===== src/rtl/wb_master_cmd.sv =====
// Single-outstanding Wishbone classic master: one valid/ready command becomes one
// bus cycle, and its outcome (ok, bus error or timeout) is returned on a valid/ready response.
module wb_master_cmd #(
  parameter int BUS_DATA_WIDTH = 32,
  parameter int BUS_ADDR_WIDTH = 8,
  parameter int BYTE_EN_WIDTH  = BUS_DATA_WIDTH/8,
  parameter int TIMEOUT_CYCLES = 16
) (
  input  logic                      wb_clk_i,
  input  logic                      wb_rst_i,
  input  logic                      cmd_valid_i,
  output logic                      cmd_ready_o,
  input  logic                      cmd_we_i,
  input  logic [BUS_ADDR_WIDTH-1:0] cmd_adr_i,
  input  logic [BUS_DATA_WIDTH-1:0] cmd_dat_i,
  input  logic [BYTE_EN_WIDTH-1:0]  cmd_sel_i,
  output logic                      rsp_valid_o,
  input  logic                      rsp_ready_i,
  output logic [BUS_DATA_WIDTH-1:0] rsp_dat_o,
  output logic [1:0]                rsp_status_o,
  output logic                      wbm_cyc_o,
  output logic                      wbm_stb_o,
  output logic                      wbm_we_o,
  output logic [BYTE_EN_WIDTH-1:0]  wbm_sel_o,
  output logic [BUS_ADDR_WIDTH-1:0] wbm_adr_o,
  output logic [BUS_DATA_WIDTH-1:0] wbm_dat_o,
  input  logic [BUS_DATA_WIDTH-1:0] wbm_dat_i,
  input  logic                      wbm_ack_i,
  input  logic                      wbm_err_i
);

  // Counter holds 0..TIMEOUT_CYCLES-1; at least one bit so the disabled case still elaborates.
  localparam int CNT_W = (TIMEOUT_CYCLES < 2) ? 1 : $clog2(TIMEOUT_CYCLES + 1);
  localparam logic [CNT_W-1:0] CNT_LAST = CNT_W'((TIMEOUT_CYCLES == 0) ? 0 : TIMEOUT_CYCLES - 1);

  localparam logic [1:0] ST_OK      = 2'b00;
  localparam logic [1:0] ST_BUS_ERR = 2'b01;
  localparam logic [1:0] ST_TIMEOUT = 2'b10;

  typedef enum logic [1:0] {IDLE, BUS, RESP} state_t;

  state_t                    state, state_nxt;
  logic [CNT_W-1:0]          cnt, cnt_nxt;
  logic                      cmd_ready_nxt, rsp_valid_nxt;
  logic [BUS_DATA_WIDTH-1:0] rsp_dat_nxt;
  logic [1:0]                rsp_status_nxt;
  logic                      cyc_nxt, we_nxt;
  logic [BYTE_EN_WIDTH-1:0]  sel_nxt;
  logic [BUS_ADDR_WIDTH-1:0] adr_nxt;
  logic [BUS_DATA_WIDTH-1:0] dat_nxt;
  logic                      result;

  always_comb begin
    state_nxt      = state;
    cnt_nxt        = cnt;
    cmd_ready_nxt  = cmd_ready_o;
    rsp_valid_nxt  = rsp_valid_o;
    rsp_dat_nxt    = rsp_dat_o;
    rsp_status_nxt = rsp_status_o;
    cyc_nxt        = wbm_cyc_o;
    we_nxt         = wbm_we_o;
    sel_nxt        = wbm_sel_o;
    adr_nxt        = wbm_adr_o;
    dat_nxt        = wbm_dat_o;
    result         = 1'b0;
    unique case (state)
      IDLE: begin
        if (cmd_valid_i) begin
          we_nxt        = cmd_we_i;
          adr_nxt       = cmd_adr_i;
          dat_nxt       = cmd_dat_i;
          sel_nxt       = cmd_sel_i;
          cyc_nxt       = 1'b1;
          cnt_nxt       = '0;
          cmd_ready_nxt = 1'b0;
          state_nxt     = BUS;
        end
      end
      BUS: begin
        // Error outranks ack, and ack outranks a timeout landing on the same edge.
        if (wbm_err_i) begin
          result         = 1'b1;
          rsp_status_nxt = ST_BUS_ERR;
          rsp_dat_nxt    = '0;
        end else if (wbm_ack_i) begin
          result         = 1'b1;
          rsp_status_nxt = ST_OK;
          rsp_dat_nxt    = wbm_we_o ? '0 : wbm_dat_i;
        end else if ((TIMEOUT_CYCLES != 0) && (cnt == CNT_LAST)) begin
          result         = 1'b1;
          rsp_status_nxt = ST_TIMEOUT;
          rsp_dat_nxt    = '0;
        end else if (TIMEOUT_CYCLES != 0) begin
          cnt_nxt = cnt + CNT_W'(1);
        end
        if (result) begin
          cyc_nxt       = 1'b0;
          rsp_valid_nxt = 1'b1;
          state_nxt     = RESP;
        end
      end
      RESP: begin
        if (rsp_ready_i) begin
          rsp_valid_nxt = 1'b0;
          cmd_ready_nxt = 1'b1;
          state_nxt     = IDLE;
        end
      end
      default: state_nxt = IDLE;
    endcase
  end

  always_ff @(posedge wb_clk_i) begin
    if (wb_rst_i) begin
      state        <= IDLE;
      cnt          <= '0;
      cmd_ready_o  <= 1'b1;
      rsp_valid_o  <= 1'b0;
      rsp_dat_o    <= '0;
      rsp_status_o <= ST_OK;
      wbm_cyc_o    <= 1'b0;
      wbm_stb_o    <= 1'b0;
      wbm_we_o     <= 1'b0;
      wbm_sel_o    <= '0;
      wbm_adr_o    <= '0;
      wbm_dat_o    <= '0;
    end else begin
      state        <= state_nxt;
      cnt          <= cnt_nxt;
      cmd_ready_o  <= cmd_ready_nxt;
      rsp_valid_o  <= rsp_valid_nxt;
      rsp_dat_o    <= rsp_dat_nxt;
      rsp_status_o <= rsp_status_nxt;
      wbm_cyc_o    <= cyc_nxt;
      wbm_stb_o    <= cyc_nxt;
      wbm_we_o     <= we_nxt;
      wbm_sel_o    <= sel_nxt;
      wbm_adr_o    <= adr_nxt;
      wbm_dat_o    <= dat_nxt;
    end
  end

endmodule


===== config.mk =====
export PLATFORM = sky130hd
export DESIGN_NAME = wb_master_cmd
export DESIGN_NICKNAME = d
export VERILOG_FILES = /design/src/rtl/wb_master_cmd.sv
export SDC_FILE = /design/constraint.sdc
export NUM_CORES = 1
export LEC_CHECK = 0
export ABC_AREA = 1
export ABC_CLOCK_PERIOD_IN_PS = 2000
export BUFFER_PORTS_ARGS = -buffer_cell sky130_fd_sc_hd__buf_2
export CAP_MARGIN = 20
export CORE_MARGIN = 4
export CORE_UTILIZATION = 45
export DETAILED_ROUTE_END_ITERATION = 8
export PLACE_DENSITY = 0.79
export REMOVE_ABC_BUFFERS = 1
export SYNTH_ARGS = -nofsm -noshare
export SYNTH_HDL_FRONTEND = slang
export SYNTH_SLANG_ARGS = --single-unit

===== constraint.sdc =====
create_clock -name wb_clk_i -period 2 [get_ports wb_clk_i]
set_input_delay 0.4 -clock wb_clk_i [delete_from_list [all_inputs] [get_ports wb_clk_i]]
set_output_delay 0.4 -clock wb_clk_i [all_outputs]
set_load 0.05 [all_outputs]

==> results of run 1 <==
## kinds of logic after synthesis
family,after synthesis,synth area share
compound gates,86,0.131
fa+ha+maj,2,0.00758
buf+inv,45,0.0622
flops,89,0.540
simple gates,200,0.259
## through the flow
step | setup TNS (ns) | cell area, sq um
after floorplan | -5.61 | 3150
after global placement | 0 | 4190
after detailed placement | 0 | 4190
after CTS | 0 | 4450
after global routing | 0 | 4450
final | 0 | 4450
## final cells by class
cell class / instances / area [sq um] / area share
timing repair buffer: 175 / 926 / 0.208
clock buffer: 10 / 128 / 0.0287
tap: 96 / 120 / 0.0270
inverter: 14 / 52.6 / 0.0118
clock inverter: 5 / 129 / 0.0290
multi-input combinational: 288 / 1310 / 0.295
sequential: 89 / 1780 / 0.400
## layout by cell type, fill, tap and decap left out, drive strengths merged, types with 4 or more instances in the layout
cell type and count:
inv 12, dfxtp 89, buf 175, bufinv 4, o21ai 50, nor2 107, clkbuf 10, nand3 7
nand4 30, nand2 56, a21oi 35
## power breakdown
group	total [mW]	switching, mW	leakage, nW	internal [mW]
sequential	1.93	0.0531	0.730	1.88
combinational	0.883	0.652	1.26	0.232
clock	1.56	0.612	0.127	0.953
## worst min-delay path by stage
stage / start / end / cells after the start
5_1_grt: cmd_adr_i[5] / wbm_adr_o[5] / 3
3_5_place_dp: cmd_ready_o / cmd_ready_o / 2
6_report: cmd_adr_i[5] / wbm_adr_o[5] / 3
3_3_place_gp: cmd_ready_o / cmd_ready_o / 2
4_1_cts: cmd_dat_i[1] / wbm_dat_o[1] / 3
2_1_floorplan: cnt[0] / cnt[0] / 1
## tightest hold or removal path, cell delays in order
cell and delay [ns]:
buf_2 0.07, o21ai_0 0.07, nor2_1 0.07
## sequential cells by signal, indices dropped and copies added, names as in the netlist
name and cells:
cnt 5, cmd_ready_o 1, rsp_status_o 2, rsp_valid_o 1, wbm_we_o 1, wbm_adr_o 8
wbm_sel_o 4, state 2, wbm_stb_o 1, wbm_dat_o 32, rsp_dat_o 32
## layer usage
metal  routed length [microns]  GRT usage
met3                       516     0.0442
met4                       198     0.0842
met5                         0          0
met2                      4990      0.382
met1                      3590      0.224
==> flow_summary.ini, run 1 <==
[run_status]
status = completed

[logic_synthesis]
synth_area_leader_cell = dfxtp_1
synth_commonest_cells = 105 x nor2_1, 89 x dfxtp_1, 54 x nand2_1
postSynth.asyncResetShare = 0
netlist_instances = 422
avgSynthCellArea_sq_um = 7.82
yosysUniqueCellTypes = 19
synth-edff-count = 0
synthMostInstantiatedCell = nor2_1
synth_seq_cells = 89
yosys_warnings = 0
ys_seq_area_frac = 0.540
yosys-top-cells-area = dfxtp_1 54%, nor2_1 12%, o21ai_0 7.6%
synth_top_area_frac = 0.540
synth_area_sq_um = 3300
synthFlopType = dfxtp_1

[clock_network]
postCtsSetupRepairBufs = 0
hold_buffers = 0
htree_levels = 3
cts-resized-gates = 0
path_clk_slew_ns = 0.09
cts_tree = done
clockRootBuffer = clkbuf_8
clock_sinks = 89
cts_made_buffers = 9
clockBufferDepth = 2
insertion_delay_ns = 0.35

[pwr]
vdd_drop_max_mv = 0.446
design_power_total_mw = 4.38
power_density_nw_per_um2 = 985
p_leak_nw = 2.12

[cells_and_area]
nNetsFinal = 662
fin_util = 0.641
antenna_cells = 0
syn_to_final_growth_pct = 34.9
drive_gt1_frac = 0.339
nFillCells = 646
finalNonFillerCells = 677

[sta]
worst_pin_slew_ns = 0.376
fmax_mhz = 566
whs_ns = 0.291
setup_viol = 0
period_share = 0.883
hold_viol_final = 0
maxSlewHeadroom = 0.749
report.final.slew_viol_count = 0
worst_slack_ns = 0.234
rsz0062_at_grt = false
clock_skew_ns = 0.0101
finalCriticalPeriod_ns = 1.77

[route]
wl_per_cell_microns = 13.7
postRouteAntennaNets = 0
drc = 0
vias = 3372
drt-initial-drc-count = 155
routed_wl_mm = 9.29
via_per_inst = 4.98
dr.pass1.iters = 5

[global_routing]
grt_pass1_wl_mm = 14.3
grt_max_degree = 56
track_usage = 0.205
grt_pass1_vias = 3085
overflow = 0
antenna_found_initial = 0

[placement]
gp_congestion = 0.815
placed_cells = 662
dp_hpwl_mm = 6.57
pre_cts_ws_ns = 0.312
place.port_buffers = 165

[worst_setup_path]
critPathSlowestCell = dfxtp_1
max_stage_delay_ns = 0.37
reg2reg_slack_ns = 0.23
arrival_ns = 2.03
critPathCapture = rsp_dat_o[11]
critPathLaunchType = flip-flop
cp_max_fo = 30
worstRegToRegCells = 9
critPathLaunch = cnt[0]
crit_cells = 9
cp.required_ns = 2.27
r2r-start = cnt[0]
r2r-end = rsp_dat_o[11]
cpLargestDelayFamily = simple AND/OR/NAND/NOR gates
crit_path_end_kind = flip-flop
path_buf_inv = 2
crit_type = reg -> reg
path_cells = ha_1 > nand2_1 > nor2_1 > ha_1 > inv_1 > nand2_1 > buf_4 > nand4_1 > a21oi_1

[floorplanning]
rows = 30
die_area_sq_um = 8770
initial_core_util = 0.475
io_pins = 166
fp.dieH_microns = 93.6
fp.dieW_microns = 93.6
core-area_sq_um = 6940

[run]
drv_cap = 0

[min_path]
hold_path_class = in -> reg
(Power assumes the default switching activity.)
==> run 2: changes to the inputs <==
--- a/config.mk
+++ b/config.mk
@@ -11,9 +11,10 @@
 export CAP_MARGIN = 20
 export CORE_MARGIN = 4
 export CORE_UTILIZATION = 45
+export CTS_CLUSTER_SIZE = 24
 export DETAILED_ROUTE_END_ITERATION = 8
 export PLACE_DENSITY = 0.79
-export REMOVE_ABC_BUFFERS = 1
+export SETUP_SLACK_MARGIN = 0.2
 export SYNTH_ARGS = -nofsm -noshare
 export SYNTH_HDL_FRONTEND = slang
 export SYNTH_SLANG_ARGS = --single-unit
==> run 2 against run 1 <==
  * Cell count up 0.30%
  * Global-route usage fell by 0.50 points
  * First-iteration DRC count grew 75%
  * Sequential power about the same
  * Flip-flop and latch count unchanged
  * Die area is the same
  * Sequential share of layout area fell by 0.18 points
  * Register-to-register slack better by 0.07 ns
  * Largest cell class unchanged
  * Setup slack gained 0.073 ns
  * Wire length grew 0.33%
  * Power is 10% lower
  * Largest power group unchanged
==> flow_summary.ini, run 2 (same netlist as run 1, synthesis figures left out) <==
[sta]
period_share = 0.847
finalCriticalPeriod_ns = 1.69
rsz0062_at_grt = false
setup_viol = 0
fin_tns_setup_ns = 0
worst_pin_slew_ns = 0.462
hold_viol_final = 0
report.final.slew_viol_count = 0
fmax_mhz = 591
maxSlewHeadroom = 0.690
clock_skew_ns = 0.0121

[clock_network]
htree_levels = 3
cts_tree = done
cts_made_buffers = 9
path_clk_slew_ns = 0.09
clock_sinks = 89
clockBufferDepth = 2
clockRootBuffer = clkbuf_8
insertion_delay_ns = 0.34

[cells_and_area]
antenna_cells = 0
reg_top3 = rsp_dat_o: 32 flops, wbm_dat_o: 32 flops, wbm_adr_o: 8 flops
regArea_sq_um = 1780
mostFrequentLayoutCells = 165 x buf_2, 104 x nor2_1, 88 x dfxtp_1
nFillCells = 628
final_common_cell = buf_2
drive_gt1_frac = 0.352
final_cell_area_sq_um = 4470
multi_input_area_sq_um = 1350
syn_to_final_growth_pct = 35.6
nNetsFinal = 663

[route]
vias = 3392
via_per_inst = 5.00
drc = 0
wl_per_cell_microns = 13.7
dr.pass1.iters = 4
postRouteAntennaNets = 0
routed_wl_mm = 9.32
drt-initial-drc-count = 271

[pwr]
power_density_nw_per_um2 = 878
p_leak_nw = 2.12
vdd_drop_max_mv = 0.581

[min_path]
hold_start = cmd_dat_i[8]
whs_path_depth = 3
hold_path_class = in -> reg
whs_endpoint = wbm_dat_o[8]

[global_routing]
grt_pass1_vias = 3322
grt_max_degree = 41
overflow = 0
track_usage = 0.200
antenna_found_initial = 0
grt_pass1_wl_mm = 14.3

[worst_setup_path]
max_stage_delay_ns = 0.36
r2r-start = cnt[1]
worstRegToRegCells = 10
arrival_ns = 1.91
path_cells = ha_1 > nand2_1 > nor2_2 > ha_2 > inv_1 > nand2_4 > nand2_8 > clkbuf_16 > nand2_1 > a21oi_1
reg2reg_slack_ns = 0.31
crit_path_end_kind = flip-flop
cp_max_fo = 14
crit_type = reg -> reg
critPathLaunchType = flip-flop
cp.required_ns = 2.22
cp_common_cell = nand2_1
critPathSlowestCell = dfxtp_1
r2r-end = rsp_dat_o[10]

[placement]
gp_congestion = 0.765
dp_hpwl_mm = 6.47
place.port_buffers = 165
placed_cell_area_sq_um = 4190

[floorplanning]
initial_core_util = 0.475
fp.dieW_microns = 93.6
core-area_sq_um = 6940
io_pins = 166
die_area_sq_um = 8770
rows = 30
fp.dieH_microns = 93.6

[logic_synthesis]
synth_fp_nets = 507

[run]
drv_cap = 0

[run_status]
status = completed
run 2: cell types whose count changed in the layout (fill, tap and decap cells not counted), sizes merged:
cell	before	now
clkinvlp	0	1
clkbuf	10	13
buf	175	174
clkinv	3	6
bufinv	4	0
run 2: what timing repair did:
item,4_1_cts,5_1_grt
buffers inserted,0,1
endpoints found under the setup margin,0,37
hold buffers,0,0
resized for setup,0,15
endpoints found under the hold margin,0,0
run 2: worst max path at each step:
stage	from	to	slack [ns]	depth (start not counted)
CTS	cnt[0]	rsp_dat_o[3]	0.22	9
floorplan	cnt[0]	cnt[4]	0.54	10
global route	cnt[0]	rsp_dat_o[10]	0.16	10
finish	cnt[1]	rsp_dat_o[10]	0.31	10
detailed placement	cnt[0]	rsp_dat_o[3]	0.23	9
global placement	cnt[0]	rsp_dat_o[23]	0.40	9
run 2: final cells by class:
class,instances,area share
Sequential cell,89,0.399
Multi-Input combinational cell,288,0.302
Timing Repair Buffer,176,0.222
Clock buffer,11,0.0316
Tap cell,96,0.0269
Inverter,14,0.0117
Clock inverter,5,0.00699
run 2: worst max-delay path: cells and delay by family, from the launching register on:
kind                       cells  cell delay, ns
AOI/OAI and AO/OA              1            0.08
adders and majority gates      2            0.37
and+or+nand+nor                5            0.50
DFF                            1            0.36
buffers and inverters          2            0.26
run 2: layer usage:
metal / track usage / wire length, microns
met1: 0.221 / 3750
met2: 0.358 / 4680
met3: 0.0426 / 609
met4: 0.106 / 275
met5: 0 / 0
run 2: where the power goes:
part	internal (mW)	switching, mW	leakage, nW	total [mW]
sequential	1.88	0.0541	0.730	1.93
combinational	0.249	0.657	1.30	0.906
clock	0.482	0.606	0.0891	1.09
total	2.61	1.32	2.12	3.93
run 2: through the flow:
step / hold WS (ns) / setup slack, ns / cells / utilization / power [mW]
after floorplan: 0.450 / 0.537 / 422 / - / 2.60
after global placement: 0.440 / 0.395 / 660 / 0.603 / 2.83
after detailed placement: 0.444 / 0.235 / 660 / 0.603 / 2.85
after CTS: 0.294 / 0.216 / 676 / 0.628 / 3.93
after global routing: 0.297 / 0.155 / 679 / 0.644 / 4.13
final: 0.310 / 0.307 / 679 / 0.644 / 3.93
